### config.mk
export PLATFORM = sky130hd
export DESIGN_NAME = serial_sub16
export DESIGN_NICKNAME = d
export VERILOG_FILES = /design/src/rtl/serial_sub16_pkg.sv /design/src/rtl/serial_sub_slice.sv /design/src/rtl/serial_sub16.sv
export SDC_FILE = /design/constraint.sdc
export NUM_CORES = 1
export LEC_CHECK = 0
export BUFFER_PORTS_ARGS = -buffer_cell sky130_fd_sc_hd__buf_2
export CAP_MARGIN = 15
export CORE_MARGIN = 3
export CORE_UTILIZATION = 56
export CTS_BUF_LIST = sky130_fd_sc_hd__clkbuf_8
export DETAILED_ROUTE_END_ITERATION = 8
export PLACE_DENSITY = 0.78
export SYNTH_ARGS = -nofsm -noshare
export SYNTH_HDL_FRONTEND = slang
export SYNTH_SLANG_ARGS = --single-unit
### constraint.sdc
create_clock -name clk -period 1.8 [get_ports clk]
set_clock_uncertainty 0.15 [all_clocks]
set_input_delay 0.36 -clock clk [delete_from_list [all_inputs] [get_ports clk]]
set_output_delay 0.36 -clock clk [all_outputs]
set_load 0.05 [all_outputs]
### src/rtl/serial_sub16_pkg.sv
// Shared types and constants for the bit-serial subtractor.
package serial_sub16_pkg;

    typedef enum logic [1:0] {
        IDLE,
        RUN,
        DONE
    } sub_state_t;

    localparam int unsigned SUB_WIDTH_DEF = 16;

endpackage

### src/rtl/serial_sub_slice.sv
// Combinational BPC-bit ripple full-subtractor chain, LSB first.
module serial_sub_slice #(
    parameter int unsigned BPC = 1
) (
    input  logic [BPC-1:0] x,
    input  logic [BPC-1:0] y,
    input  logic           br_in,
    output logic [BPC-1:0] d,
    output logic           br_out
);

    logic [BPC:0] br_chain;

    always_comb begin
        br_chain    = '0;
        d           = '0;
        br_chain[0] = br_in;
        for (int unsigned i = 0; i < BPC; i++) begin
            d[i]          = x[i] ^ y[i] ^ br_chain[i];
            br_chain[i+1] = (~x[i] & y[i]) | (~(x[i] ^ y[i]) & br_chain[i]);
        end
    end

    assign br_out = br_chain[BPC];

endmodule

### src/rtl/serial_sub16.sv
// Multi-cycle subtractor: a - b - bin, BPC bits per clock with a registered borrow.
// Optional signed-overflow output enabled by macro SERIAL_SUB16_OVF_EN.
module serial_sub16
    import serial_sub16_pkg::*;
#(
    parameter int unsigned WIDTH = SUB_WIDTH_DEF,
    parameter int unsigned BPC   = 1
) (
    input  logic             clk,
    input  logic             rst,
    input  logic             start,
    input  logic [WIDTH-1:0] a,
    input  logic [WIDTH-1:0] b,
    input  logic             bin,
    output logic             busy,
    output logic             done,
    output logic [WIDTH-1:0] diff,
    output logic             bout
`ifdef SERIAL_SUB16_OVF_EN
    ,
    output logic             ovf
`endif
);

    localparam int unsigned N  = WIDTH / BPC;
    localparam int unsigned CW = (N > 1) ? $clog2(N) : 1;

    sub_state_t state, state_next;
    logic             accept;
    logic [CW-1:0]    cnt;
    logic             last;
    logic [WIDTH-1:0] a_sr, b_sr, d_sr, d_sr_next;
    logic             br;
    logic [BPC-1:0]   sl_d;
    logic             sl_br;
`ifdef SERIAL_SUB16_OVF_EN
    logic             a_msb, b_msb;
`endif

    assign last = (cnt == CW'(N - 1));
    assign busy = (state == RUN);
    assign done = (state == DONE);

    always_ff @(posedge clk) begin
        if (rst) state <= IDLE;
        else     state <= state_next;
    end

    always_comb begin
        state_next = state;
        accept     = 1'b0;
        case (state)
            IDLE: begin
                if (start) begin
                    state_next = RUN;
                    accept     = 1'b1;
                end
            end
            RUN: begin
                if (last) state_next = DONE;
            end
            DONE: begin
                if (start) begin
                    state_next = RUN;
                    accept     = 1'b1;
                end else begin
                    state_next = IDLE;
                end
            end
            default: state_next = IDLE;
        endcase
    end

    serial_sub_slice #(
        .BPC(BPC)
    ) u_slice (
        .x     (a_sr[BPC-1:0]),
        .y     (b_sr[BPC-1:0]),
        .br_in (br),
        .d     (sl_d),
        .br_out(sl_br)
    );

    // Result bits enter at the top so the last slice lands in place after N shifts.
    assign d_sr_next = (d_sr >> BPC) | (WIDTH'(sl_d) << (WIDTH - BPC));

    always_ff @(posedge clk) begin
        if (rst) begin
            cnt  <= '0;
            a_sr <= '0;
            b_sr <= '0;
            d_sr <= '0;
            br   <= 1'b0;
            diff <= '0;
            bout <= 1'b0;
`ifdef SERIAL_SUB16_OVF_EN
            a_msb <= 1'b0;
            b_msb <= 1'b0;
            ovf   <= 1'b0;
`endif
        end else if (accept) begin
            cnt  <= '0;
            a_sr <= a;
            b_sr <= b;
            d_sr <= '0;
            br   <= bin;
`ifdef SERIAL_SUB16_OVF_EN
            a_msb <= a[WIDTH-1];
            b_msb <= b[WIDTH-1];
`endif
        end else if (state == RUN) begin
            cnt  <= cnt + CW'(1);
            a_sr <= a_sr >> BPC;
            b_sr <= b_sr >> BPC;
            d_sr <= d_sr_next;
            br   <= sl_br;
            if (last) begin
                diff <= d_sr_next;
                bout <= sl_br;
`ifdef SERIAL_SUB16_OVF_EN
                ovf  <= (a_msb != b_msb) && (d_sr_next[WIDTH-1] != a_msb);
`endif
            end
        end
    end

endmodule

==> run_results.csv <==
group,metric,value,unit
run_status,status,"complete, no violations",
job,maxCapViolCount,0,
cts,path_clk_slew,0.07,ns
cts,cts_hold_buf,0,
drt,drtIter0Drc,93,
cts,htreeDepth,3,
drt,ant_nets,0,
cells_and_area,fin_cells,410,
grt,grt_overflow_total,0,
floorplan,core_area,4500,µm²
cts,cts_sinks,71,
setup_path,r2r_setup_slack,0.17,ns
floorplan,initial_utilization,60.3,%
setup_path,cp.arrival,1.16,ns
floorplan,die_width,75.6,µm
yosys,netlist_instances,301,
timing,tightest_slew,0.430,ns
cts,cts_buffers,9,
cts,cts-root-buf,"clkbuf_8",
cells_and_area,fillers,351,
yosys,synth_edf_count,0,
drt,wl_per_cell,13.9,µm
cts,cts_tree,"done",
power,ir_drop,0.646,mV
grt,grt_start_max_net_pins,52,
cells_and_area,drive_above_1_share,24.9,%
grt,antenna_found_initial,0,
cells_and_area,n_antenna_cell,0,
yosys,yosysTopAreaCell,"dfxtp_1",
yosys,netlist_area,2710,µm²
drt,viasPerCell,5.68,
place,gp_congestion,0.728,
setup_path,crit_path_end_kind,"primary output",
yosys,synth_nets,339,
yosys,synth_cell_types,32,
yosys,synth_top_area_share,52.4,%
timing,hold_viol_final,0,
yosys,ys_async_sr_fraction,0,%
floorplan,fp.dieH,75.6,µm
grt,grt_pass1_wl,9220,µm
cts,clk_latency,0.36,ns
timing,fmax,600,MHz
timing,rsz0062_at_grt,"no",
drt,drc_errors,0,
grt,grt_usage,21.7,%
drt,via_count,2330,
cells_and_area,syn2layout_area_growth,18.5,%
yosys,syn_area_per_cell,9.02,µm²
power,powerDensity,989,nW/µm²
place,portBuffers,54,
drt,wl,5720,µm
floorplan,rows,24,
cts,max-clock-path-buffers,2,
floorplan,io_pins,55,
setup_path,critPathKind,"reg2out",
setup_path,start_kind,"flip-flop",
floorplan,die-area,5720,µm²
place,dp.cells,391,
yosys,synth_warnings,0,
timing,finalCriticalPeriod,1.67,ns
yosys,synthTopCellsByArea,"dfxtp_1 52%, nand2_1 7.7%, nor3_1 5.9%",
grt,grt_pass1_vias,2118,
yosys,synthFlopType,"dfxtp_1",
timing,slew_headroom,71.2,%
setup_path,cp_data_required_time,1.29,ns
hold_path,hold_path_class,"in2reg",
drt,drtPass1Iterations,4,
timing,drv_slew,0,
yosys,ys_seq_elements,71,
place,dpl.hpwl,3580,µm
timing,final.period_utilization,92.5,%
timing,tns,0,ns
power,cellLeakagePower,1.29,nW
timing,setup_viol,0,
cells_and_area,nets,391,
setup_path,crit_path_max_fanout,5,
yosys,synth_seq_area_share,52.4,%
-- stage by stage --
stage	total power, mW	utilization (%)	setup WS (ns)	hold WS [ns]	instance area (µm²)
2_1_floorplan	1.98	-	0.291	0.287	2710
3_3_place_gp	2.07	66.8	0.212	0.301	3010
3_5_place_dp	2.08	66.8	0.186	0.304	3010
4_1_cts	3.20	70.9	0.0220	0.0885	3190
5_1_grt	3.33	71.4	0.0519	0.0952	3220
6_report	3.18	71.4	0.135	0.103	3220
-- layout make-up --
type	instances	area [µm²]	area share (%)
Sequential cell	71	1420	44.2
Multi-Input combinational cell	199	1100	34.3
Timing Repair Buffer	68	432	13.4
Clock buffer	9	124	3.85
Tap cell	52	65.1	2.02
Clock inverter	7	50.0	1.56
Inverter	4	20.0	0.622
-- layout by cell type, fill, tap and decap left out, types with 3 or more instances in the layout --
| cell | n |
|---|---|
| nor3_1 | 32 |
| buf_12 | 4 |
| nand2_1 | 56 |
| nand3_1 | 8 |
| nor2_1 | 3 |
| clkinv_4 | 5 |
| a21oi_1 | 25 |
| a22oi_1 | 4 |
| inv_1 | 3 |
| o22ai_1 | 15 |
| buf_2 | 53 |
| o21ai_0 | 14 |
| clkbuf_8 | 9 |
| buf_4 | 10 |
| clkinv_2 | 3 |
| a22o_1 | 15 |
| a31oi_1 | 11 |
| dfxtp_1 | 71 |
-- cells by family (layout without fill, tap and decap cells) --
kind of cell / Yosys count / count (layout) / synth area share (%)
xor+xnor: 2 / 2 / 0.646
simple gates: 107 / 107 / 17.8
mux: 1 / 1 / 0.369
flops: 71 / 71 / 52.4
buf+inv: 31 / 88 / 7.01
fa+ha+maj: 2 / 2 / 1.20
compound gates: 87 / 87 / 20.6
-- Yosys cell counts, drive strengths merged, types with 2 or more instances --
master and count:
a22oi 4, clkbuf 7, nor3 33, buf 20, nand2b 2, o21ai 14
a21oi 26, nand2 56, nor2 3, a22o 15, dfxtp 71, a31oi 11
nand3 8, o22ai 15, inv 4
-- flip-flops by register name (all words and copies together) (netlist names) --
name	flops
a_sr	16
b_sr	16
bout	1
br	1
cnt	4
d_sr	15
diff	16
state	2
-- layer usage --
| metal | vias to the layer above | GRT usage, % | part of all wire (%) |
|---|---|---|---|
| li1 | 1173 | - | - |
| met1 | 1087 | 24.9 | 44 |
| met3 | 9 | 7.65 | 5.5 |
| met4 | 0 | 9.51 | 1.7 |
| met5 | - | 0 | 0 |
| met2 | 61 | 36.4 | 49 |
-- report_power, final --
group,internal (mW),switching [mW],total (mW)
registers,1.64,0.0409,1.69
clock network,0.501,0.625,1.13
logic,0.159,0.212,0.371
total,2.30,0.878,3.18
-- worst max-delay path, stage by stage, from the launching register on --
cell and delay, ns:
dfxtp_1 0.35, and2b_1 0.20, buf_2 0.25
-- what timing repair did --
action | 4_1_cts | 5_1_grt
setup buffers | 0 | 3
endpoints found under the setup margin | 1 | 1
hold endpoints to repair | 0 | 0
gates resized for setup | 4 | 1
gates cloned | 0 | 0
-- worst paths after layout --
check	to	from	cells after the start
max	done	state[0]	2
max reg2reg	diff[8]	cnt[0]	4
min	b_sr[15]	b[15]	3
min reg2reg	b_sr[12]	b_sr[13]	2
Power figures use the tool's default switching activity.
